$ cat config.mk
export PLATFORM = sky130hd
export DESIGN_NAME = spectrum_frame_rx_flat
export DESIGN_NICKNAME = d
export VERILOG_FILES = /design/src/rtl/spectrum_rx_pkg.sv /design/src/rtl/spectrum_frame_rx_if.sv /design/src/rtl/bin_bank_ram.sv /design/src/rtl/spectrum_frame_rx.sv /design/src/flat_wrapper.sv
export SDC_FILE = /design/constraint.sdc
export NUM_CORES = 1
export LEC_CHECK = 0
export ABC_AREA = 0
export CORE_MARGIN = 4
export CORE_UTILIZATION = 55
export DETAILED_ROUTE_END_ITERATION = 10
export PLACE_DENSITY_LB_ADDON = 0.15
export SYNTH_ARGS = -nofsm -noshare
export SYNTH_HDL_FRONTEND = slang
export SYNTH_SLANG_ARGS = --single-unit
$ cat constraint.sdc
create_clock -name clk -period 2.9 [get_ports clk]
set_input_delay 0.87 -clock clk [delete_from_list [all_inputs] [get_ports clk]]
set_output_delay 0.87 -clock clk [all_outputs]
set_load 0.1 [all_outputs]
$ cat src/rtl/spectrum_rx_pkg.sv
// Shared types and constants for the spectrum frame receiver.
package spectrum_rx_pkg;

  // Parser states
  typedef enum logic [2:0] {
    StHunt0,
    StHunt1,
    StPayload,
    StCheck,
    StWaitSwap
  } rx_state_e;

  localparam logic [7:0] HDR0_DEF = 8'hA5;
  localparam logic [7:0] HDR1_DEF = 8'h5A;
  localparam int unsigned CSUM_W = 8;
  localparam int unsigned BYTE_W = 8;

  // Saturating 8-bit increment for the error counter
  function automatic logic [7:0] sat_inc(input logic [7:0] v);
    return (v == 8'hFF) ? v : v + 8'd1;
  endfunction

endpackage

$ cat src/rtl/spectrum_frame_rx_if.sv
// Byte-stream valid/ready interface from the UART receiver.
interface spectrum_frame_rx_if;
  logic [7:0] in_data;
  logic       in_valid;
  logic       in_ready;

  modport master (output in_data, output in_valid, input in_ready);
  modport slave  (input in_data, input in_valid, output in_ready);
endinterface

$ cat src/rtl/bin_bank_ram.sv
// Double-buffered bin store: simple dual-port RAM, registered read, no reset (block RAM).
module bin_bank_ram
  import spectrum_rx_pkg::*;
#(
  parameter int unsigned NUM_BINS = 64,
  localparam int unsigned ADDR_W = $clog2(NUM_BINS)
) (
  input  logic              clk_i,
  input  logic              we_i,
  input  logic              wbank_i,
  input  logic [ADDR_W-1:0] waddr_i,
  input  logic [BYTE_W-1:0] wdata_i,
  input  logic              rbank_i,
  input  logic [ADDR_W-1:0] raddr_i,
  output logic [BYTE_W-1:0] rdata_o
);

  // Sized to the full {bank, index} space so every address is in range
  logic [BYTE_W-1:0] mem [2**(ADDR_W+1)];

  // Write port and registered read port
  always_ff @(posedge clk_i) begin
    if (we_i) mem[{wbank_i, waddr_i}] <= wdata_i;
    rdata_o <= mem[{rbank_i, raddr_i}];
  end

endmodule

$ cat src/rtl/spectrum_frame_rx.sv
// Framed FFT magnitude packet parser with double-buffered bin store.
// Optional macro FRAME_TIMEOUT_EN adds an inter-byte timeout that aborts a partial frame.
module spectrum_frame_rx
  import spectrum_rx_pkg::*;
#(
  parameter int unsigned NUM_BINS       = 64,
  parameter logic [7:0]  HDR0           = HDR0_DEF,
  parameter logic [7:0]  HDR1           = HDR1_DEF,
  parameter int unsigned TIMEOUT_CYCLES = 50000,
  localparam int unsigned ADDR_W        = $clog2(NUM_BINS)
) (
  input  logic                clk,
  input  logic                reset,
  spectrum_frame_rx_if.slave  in_if,
  input  logic                frame_sync,
  input  logic [ADDR_W-1:0]   rd_addr,
  output logic [7:0]          rd_data,
  output logic                frame_done,
  output logic                front_bank,
  output logic [7:0]          err_count
);

  localparam logic [ADDR_W-1:0] LastIdx = ADDR_W'(NUM_BINS - 1);

  rx_state_e         state_q, state_d;
  logic [ADDR_W-1:0] idx_q, idx_d;
  logic [CSUM_W-1:0] sum_q, sum_d;
  logic              front_q, front_d;
  logic              have_q, have_d;
  logic              done_q, done_d;
  logic [7:0]        err_q, err_d;
  logic              ready_q;
  logic              rd_ok_q;
  logic [7:0]        ram_rdata;
  logic              accept, wr_en, timeout;

  assign in_if.in_ready = ready_q && (state_q != StWaitSwap);
  assign accept         = in_if.in_valid && in_if.in_ready;

`ifdef FRAME_TIMEOUT_EN
  logic [31:0] idle_q, idle_d;

  // Idle counter runs only while a frame is partially received
  always_comb begin
    idle_d  = '0;
    timeout = 1'b0;
    if (state_q inside {StHunt1, StPayload, StCheck} && !accept) begin
      if (idle_q == 32'(TIMEOUT_CYCLES - 1)) timeout = 1'b1;
      else idle_d = idle_q + 32'd1;
    end
  end

  // Idle counter register
  always_ff @(posedge clk or posedge reset) begin
    if (reset) idle_q <= '0;
    else       idle_q <= idle_d;
  end
`else
  logic unused_timeout_cfg;
  assign unused_timeout_cfg = ^TIMEOUT_CYCLES;
  assign timeout = 1'b0;
`endif

  // Parser next state, checksum and bank swap control
  always_comb begin
    state_d = state_q;
    idx_d   = idx_q;
    sum_d   = sum_q;
    front_d = front_q;
    have_d  = have_q;
    err_d   = err_q;
    done_d  = 1'b0;
    wr_en   = 1'b0;
    case (state_q)
      StHunt0: if (accept && in_if.in_data == HDR0) state_d = StHunt1;
      StHunt1: begin
        if (accept) begin
          if (in_if.in_data == HDR1) begin
            state_d = StPayload;
            idx_d   = '0;
            sum_d   = '0;
          end else if (in_if.in_data != HDR0) begin
            state_d = StHunt0;
          end
        end
      end
      StPayload: begin
        if (accept) begin
          wr_en = 1'b1;
          sum_d = sum_q + in_if.in_data;
          if (idx_q == LastIdx) state_d = StCheck;
          else idx_d = idx_q + 1'b1;
        end
      end
      StCheck: begin
        if (accept) begin
          if (in_if.in_data == sum_q) begin
            state_d = StWaitSwap;
          end else begin
            err_d   = sat_inc(err_q);
            state_d = StHunt0;
          end
        end
      end
      StWaitSwap: begin
        if (frame_sync) begin
          front_d = ~front_q;
          have_d  = 1'b1;
          done_d  = 1'b1;
          state_d = StHunt0;
        end
      end
      default: state_d = StHunt0;
    endcase
    // Timeout only fires on cycles with no accepted byte, so it never races the case above
    if (timeout) begin
      state_d = StHunt0;
      err_d   = sat_inc(err_q);
      idx_d   = '0;
      sum_d   = '0;
    end
  end

  // State registers
  always_ff @(posedge clk or posedge reset) begin
    if (reset) begin
      state_q <= StHunt0;
      idx_q   <= '0;
      sum_q   <= '0;
      front_q <= 1'b0;
      have_q  <= 1'b0;
      done_q  <= 1'b0;
      err_q   <= '0;
      ready_q <= 1'b0;
      rd_ok_q <= 1'b0;
    end else begin
      state_q <= state_d;
      idx_q   <= idx_d;
      sum_q   <= sum_d;
      front_q <= front_d;
      have_q  <= have_d;
      done_q  <= done_d;
      err_q   <= err_d;
      ready_q <= 1'b1;
      rd_ok_q <= have_q && (32'(rd_addr) < NUM_BINS);
    end
  end

  bin_bank_ram #(
    .NUM_BINS (NUM_BINS)
  ) u_ram (
    .clk_i   (clk),
    .we_i    (wr_en),
    .wbank_i (~front_q),
    .waddr_i (idx_q),
    .wdata_i (in_if.in_data),
    .rbank_i (front_q),
    .raddr_i (rd_addr),
    .rdata_o (ram_rdata)
  );

  assign rd_data    = rd_ok_q ? ram_rdata : 8'h00;
  assign frame_done = done_q;
  assign front_bank = front_q;
  assign err_count  = err_q;

endmodule
$ cat src/flat_wrapper.sv
// flat-port wrapper written by rule: the top's interface ports become plain ports
module spectrum_frame_rx_flat import spectrum_rx_pkg::*;
#(
  parameter int unsigned NUM_BINS       = 64,
  parameter logic [7:0]  HDR0           = HDR0_DEF,
  parameter logic [7:0]  HDR1           = HDR1_DEF,
  parameter int unsigned TIMEOUT_CYCLES = 50000,
  localparam int unsigned ADDR_W        = $clog2(NUM_BINS)
)
  (clk, reset, frame_sync, rd_addr, rd_data, frame_done, front_bank, err_count, in_if_in_data, in_if_in_valid, in_if_in_ready);
  spectrum_frame_rx_if in_if_i ();
  input  logic clk;
  input  logic reset;
  input  logic frame_sync;
  input  logic [ADDR_W-1:0] rd_addr;
  output logic [7:0] rd_data;
  output logic frame_done;
  output logic front_bank;
  output logic [7:0] err_count;
  input wire logic [$bits(in_if_i.in_data)-1:0] in_if_in_data;
  input wire logic [$bits(in_if_i.in_valid)-1:0] in_if_in_valid;
  output wire logic [$bits(in_if_i.in_ready)-1:0] in_if_in_ready;
  assign in_if_i.in_data = in_if_in_data;
  assign in_if_i.in_valid = in_if_in_valid;
  assign in_if_in_ready = in_if_i.in_ready;
  spectrum_frame_rx #(.NUM_BINS(NUM_BINS), .HDR0(HDR0), .HDR1(HDR1), .TIMEOUT_CYCLES(TIMEOUT_CYCLES)) u_core (.clk(clk), .reset(reset), .in_if(in_if_i), .frame_sync(frame_sync), .rd_addr(rd_addr), .rd_data(rd_data), .frame_done(frame_done), .front_bank(front_bank), .err_count(err_count));
endmodule
==> results.ini, run 1 <==
[outcome]
status=complete, but fails checks
failed_checks=setup timing

[grt]
grt_pass1_vias=21891
track_usage_pct=24.7
antenna_found_initial=2
grt_pass1_wl_um=144000
grt-ovfl-total=0
grt_max_degree=81

[layout]
drive_above_1_share_pct=31.4
fin_nets=2469
nFillCells=4918
layout.area.seq_um2=31700
area_growth_pct=18.1
multi_input_area_um2=9220
diodes=0
final_cells=3497
utilization_pct=65.6

[setup_path]
critPathRequiredTime_ns=3.42
criticalPathCategory=input pin to flip-flop
r2r_cells=6
crit_arrival_ns=3.43
end_kind=flip-flop
r2r-end=u_core.u_ram.rdata_o[7]
cp_max_fo=32
r2r-start=u_core.u_ram.mem[45][7]
reg2reg_setup_slack_ns=0.34
setup.worst_path.start_class=input pin

[place]
placedCellCount=3299
hpwl_um=61900
gp_congestion=0.856
io_buffers=36

[sta]
timing.final.crit_period_ns=2.91
maxSlewViolCount=0
hold_viol=0
setup_viol=1
clock.fmax_mhz=343
clock_skew_ns=0.0346
setup-tns-final_ns=-0.0112
relSlewSlack_pct=39.9
layout_setup_ws_ns=-0.0112
whs_ns=0.384
worst_pin_slew_ns=0.902
fin_crit_sh_pct=100

[die]
die-area_um2=79700
initial_core_util_pct=55.5
io_pins=37
rows=100
fp.dieH_um=282
die_x_um=282
core_area_um2=74600

[worst_hold_path]
min_to=u_core.rd_ok_q
min_path_type=flip-flop to flip-flop
holdPathStages=0
min_from=u_core.have_q

[detailed_routing]
ant_nets=0
wl_per_cell_um=27.6
routed_via_density=6.23
dr.pass1.iters=5
drt_iter0_drc=2306
routed_wl_um=96600
vias=21770
drc=0

[clock_tree]
clock-root-buffer=clkbuf_16
hold_buffers=0
clk_latency_ns=0.65
clk_path_buf_depth=3
path_clk_slew_ns=0.06
cts_made_buffers=104
clock-sinks=1062
cts_htree_levels=3
cts_tree=built

[synthesis]
yosys.area_share.simple_pct=3.21
synthArstFlopShare_pct=2.82
synth_compound_area_share_pct=4.45
ys_seq_area_share_pct=76.5
synth.area.mux_share_pct=13.8
yosysWarnings=0
postSynthAreaPerCell_um2=19.9
synthAdderAreaFrac_pct=0.320
synth_nets=2111
syn_inst=2083
yosysUniqueCellTypes=57
synth_seq_cells=1062
synth_ff_type=edfxtp_1
syn_area_um2=41400
synth_top_family_by_area=multiplexers
synth-edff-count=1024
synth-xor-area-share_pct=0.381

[power]
p_leak_uw=0.0163
finalPower_uw=32200
peakVddDrop_mv=0.631
power.density_nw_per_um2=659

[flow_run]
cap_viol_max_count=0

## synthesized netlist by cell type (3+ instances only)
cell      count  area [µm²]
a21oi_1      22         110
a221o_1      16         160
a221oi_1     16         140
a22o_1       18         158
a22oi_1      80         601
and2_1       13        81.3
and3_1        4        25.0
buf_1        16        60.1
buf_2        34         170
buf_4         5        37.5
buf_6         7        78.8
clkbuf_1     55         206
dfrtp_1      30         751
dfxtp_1       8         160
edfxtp_1   1024       30700
ha_1          9         113
inv_1         4        15.0
mux2_2       66         743
mux2i_1      64         641
mux4_2      192        4320
nand2_1      36         135
nand2b_1      3        18.8
nand3_1      18        90.1
nand3b_1      3        22.5
nand4_1       3        18.8
nor2_1      167         627
nor2b_1      11        68.8
nor3_1       15        75.1
o21ai_0      42         210
o221ai_1     24         210
o22ai_1      24         150
or2_2         5        31.3
xnor2_1      11        96.3
xor2_1        7        61.3
## logic make-up after synthesis
family                     Yosys count
muxes                              322
adders and majority gates           10
DFF                               1062
buffers and inverters              121
and+or+nand+nor                    293
AOI/OAI and AO/OA                  256
other                                1
xor gates and xnor gates            18
## cell type report
type / instances / area share, %
multi-input cells: 900 / 18.8
clock inverters: 67 / 1.33
well taps: 969 / 2.48
flip-flops and latches: 1062 / 64.7
repair buffers: 369 / 6.91
clock buffers: 126 / 5.66
inverters: 4 / 0.0307
## worst max-delay path, stage by stage
cell,delay (ns)
clkdlybuf4s50_1,0.48
buf_4,0.19
and2_1,0.20
buf_4,0.28
a221oi_1,0.69
o22ai_1,0.18
nor3_2,0.36
o221ai_1,0.17
## layer usage
layer	track usage [%]	share of wire [%]	up-vias
met5	0	0	-
met3	4.24	7.3	153
li1	-	-	9335
met1	36.6	42	11327
met2	38.7	48	955
met4	7.05	2.7	0
## cells in the final DEF (no fill, tap or decap), drive strengths merged, types with 15 or more instances in the layout
| master | synthesis | routed |
|---|---|---|
| mux2i | 64 | 64 |
| clkbuf | 55 | 126 |
| o22ai | 24 | 24 |
| a21oi | 22 | 22 |
| o21ai | 44 | 44 |
| buf | 62 | 362 |
| a221o | 16 | 16 |
| mux4 | 192 | 192 |
| o221ai | 24 | 24 |
| dfrtp | 30 | 30 |
| nand3 | 18 | 18 |
| clkinv | 0 | 49 |
| edfxtp | 1024 | 1024 |
| mux2 | 66 | 66 |
| nand2 | 36 | 36 |
| a22oi | 80 | 80 |
| nor2 | 167 | 167 |
| a22o | 18 | 18 |
| a221oi | 16 | 16 |
| nor3 | 15 | 15 |
## power by group
part	internal [µW]	switching (µW)	leakage (µW)
combinational	767	1170	0.00496
sequential	16900	41.8	0.00967
clock	7850	5540	0.00167
total	25500	6750	0.0163
## flip-flops by register name, indices dropped and copies added (netlist names), 3 cells and up
register and flops:
u_core.err_count 8, u_core.u_ram.mem 1024, u_core.u_ram.rdata_o 8, u_core.idx_q 6, u_core.state_q 3, u_core.sum_q 8
## worst max-delay path by stage
stage | from | depth (start not counted) | to | slack, ns
5_1_grt | rd_addr[4] | 8 | u_core.u_ram.rdata_o[7] | -0.002
3_5_place_dp | rd_addr[4] | 10 | u_core.u_ram.rdata_o[3] | -0.76
6_report | rd_addr[4] | 8 | u_core.u_ram.rdata_o[7] | -0.01
4_1_cts | u_core.state_q[1] | 3 | in_if_in_ready | 0.008
2_1_floorplan | rd_addr[0] | 8 | u_core.u_ram.rdata_o[6] | 0.18
3_3_place_gp | rd_addr[4] | 10 | u_core.u_ram.rdata_o[3] | -0.76
## stage by stage
stage / worst slack, ns / cell area, µm²
2_1_floorplan: 0.182 / 41400
3_3_place_gp: -0.757 / 45400
3_5_place_dp: -0.758 / 45400
4_1_cts: 0.00752 / 48900
5_1_grt: -0.00176 / 48900
6_report: -0.0112 / 48900
## timing repair
action | 4_1_cts | 5_1_grt
setup endpoints to repair | 3 | 3
pin swaps | 0 | 0
setup buffers | 0 | 5
gates resized for setup | 7 | 2
gates cloned | 0 | 0
Note: power is estimated with default switching activity, not from simulation.
==> run 2, diff against run 1 <==
MAX_ROUTING_LAYER = met4   (was default)
==> run 2 against run 1 <==
Effect of this change: the flow now finishes without violations; sequential power hardly changed; total power barely moved; register-to-register slack better by 0.15 ns; cell area is essentially flat; clock power about the same; first-iteration DRC count is 7.2% lower; sequential cell count is the same; core utilization barely moved; die area stayed put; global-route usage grew 0.78 points; critical path type is now flip-flop to output pin; critical endpoint is now in_if_in_ready; highest routed layer unchanged.
==> results.ini, run 2 (synthesized netlist as in run 1, its figures left out) <==
[sta]
clock.fmax_mhz=354
hold_viol=0
timing.final.crit_period_ns=2.82
setup_viol=0
worst_pin_slew_ns=0.892
relSlewSlack_pct=40.6
whs_ns=0.389
rsz0062_at_grt=false
setup-tns-final_ns=0
maxSlewViolCount=0
fin_crit_sh_pct=97.4
clock_skew_ns=0.0329

[layout]
top_register=u_core.u_ram.mem
layout_common_cells=edfxtp_1, buf_4, mux4_2
area_growth_pct=18.1
utilization_pct=65.6
drive_above_1_share_pct=31.5
fin_nets=2469
nFillCells=4918
final_common_cell=edfxtp_1
diodes=0
largest_reg_flops=1024

[grt]
track_usage_pct=25.5
grt_max_degree=81
grt-ovfl-total=0
antenna_found_initial=2
grt_pass1_wl_um=144000
grt_pass1_vias=21890

[clock_tree]
clock-root-buffer=clkbuf_16
cts_tree=built
clock-sinks=1062
clk_path_buf_depth=3
cts_htree_levels=3
cts_made_buffers=104
path_clk_slew_ns=0.06
clk_latency_ns=0.65

[setup_path]
end_kind=output pin
reg2reg_setup_slack_ns=0.49
crit_arrival_ns=1.95
cp_max_fo=11
setup.worst_path.start_class=flip-flop
critPathRequiredTime_ns=2.03
criticalPathCategory=flip-flop to output pin

[power]
p_leak_uw=0.0163
finalPower_uw=32200
peakVddDrop_mv=0.635
power.density_nw_per_um2=659

[detailed_routing]
wl_per_cell_um=27.7
ant_nets=0
routed_wl_um=96800
drt_iter0_drc=2140
vias=21807
dr.pass1.iters=5
routed_via_density=6.24
drc=0

[die]
die-area_um2=79700
core_area_um2=74600
die_x_um=282
rows=100
fp.dieH_um=282
io_pins=37
initial_core_util_pct=55.5

[place]
io_buffers=36
gp_congestion=0.870
hpwl_um=61900

[worst_hold_path]
min_path_type=flip-flop to flip-flop

[outcome]
status=finished, final reports clean

[flow_run]
cap_viol_max_count=0

[run 2: cell counts in the layout (fill, tap and decap cells not counted)]
No cell type changed its count.
[run 2: worst max-delay path: stages, from the launching register on]
cell and delay (ns):
dfrtp_2 0.45, or3b_4 0.42, and2_2 0.25, buf_12 0.18
[run 2: per-layer routing]
layer	vias to the layer above	wire (µm)	part of all wire, %	global-route usage (%)
met5	-	0	0	-
met4	0	2660	2.7	7.06
met3	164	7480	7.7	4.20
met2	996	46400	48	38.8
met1	11322	40200	42	36.5
li1	9325	-	-	-
[run 2: final cells by class]
type,count,area (µm²),area share (%)
clock inverter,67,652,1.33
timing repair buffer,369,3380,6.91
sequential,1062,31700,64.7
inverter,4,15.0,0.0307
tap,969,1210,2.48
multi-input combinational,900,9220,18.9
clock buffer,126,2770,5.66
[run 2: final timing paths]
path	start	end	depth (start not counted)
max in group asynchronous	reset	u_core.state_q[1]	3
min	u_core.have_q	u_core.rd_ok_q	0
max reg2reg	u_core.u_ram.mem[44][5]	u_core.u_ram.rdata_o[5]	7
min reg2reg	u_core.have_q	u_core.rd_ok_q	0
max	u_core.state_q[2]	in_if_in_ready	3
min in group asynchronous	reset	u_core.frame_done	3
[run 2: per-stage QoR]
step,area (µm²),std cells,setup slack (ns)
6_report,48900,3497,0.0756
3_3_place_gp,45400,3299,-0.757
5_1_grt,48900,3497,0.0125
3_5_place_dp,45400,3299,-0.758
2_1_floorplan,41400,2083,0.182
4_1_cts,48900,3492,0.00752
[run 2: report_power, final]
group,switching (µW),total [µW],internal (µW)
combinational,1170,1930,767
clock,5540,13400,7850
sequential,43.3,16900,16900
[run 2: repair_timing]
| item | 4_1_cts | 5_1_grt |
|---|---|---|
| hold buffers | 0 | 0 |
| buffers inserted | 0 | 5 |
| resized for setup | 7 | 3 |
| setup endpoints to repair | 3 | 3 |
==> run 3, diff against run 2 <==
SLEW_MARGIN = 30   (was default)
==> results of run 3 <==
Same layout as run 2: the final DEF is identical, and so are final timing and power.
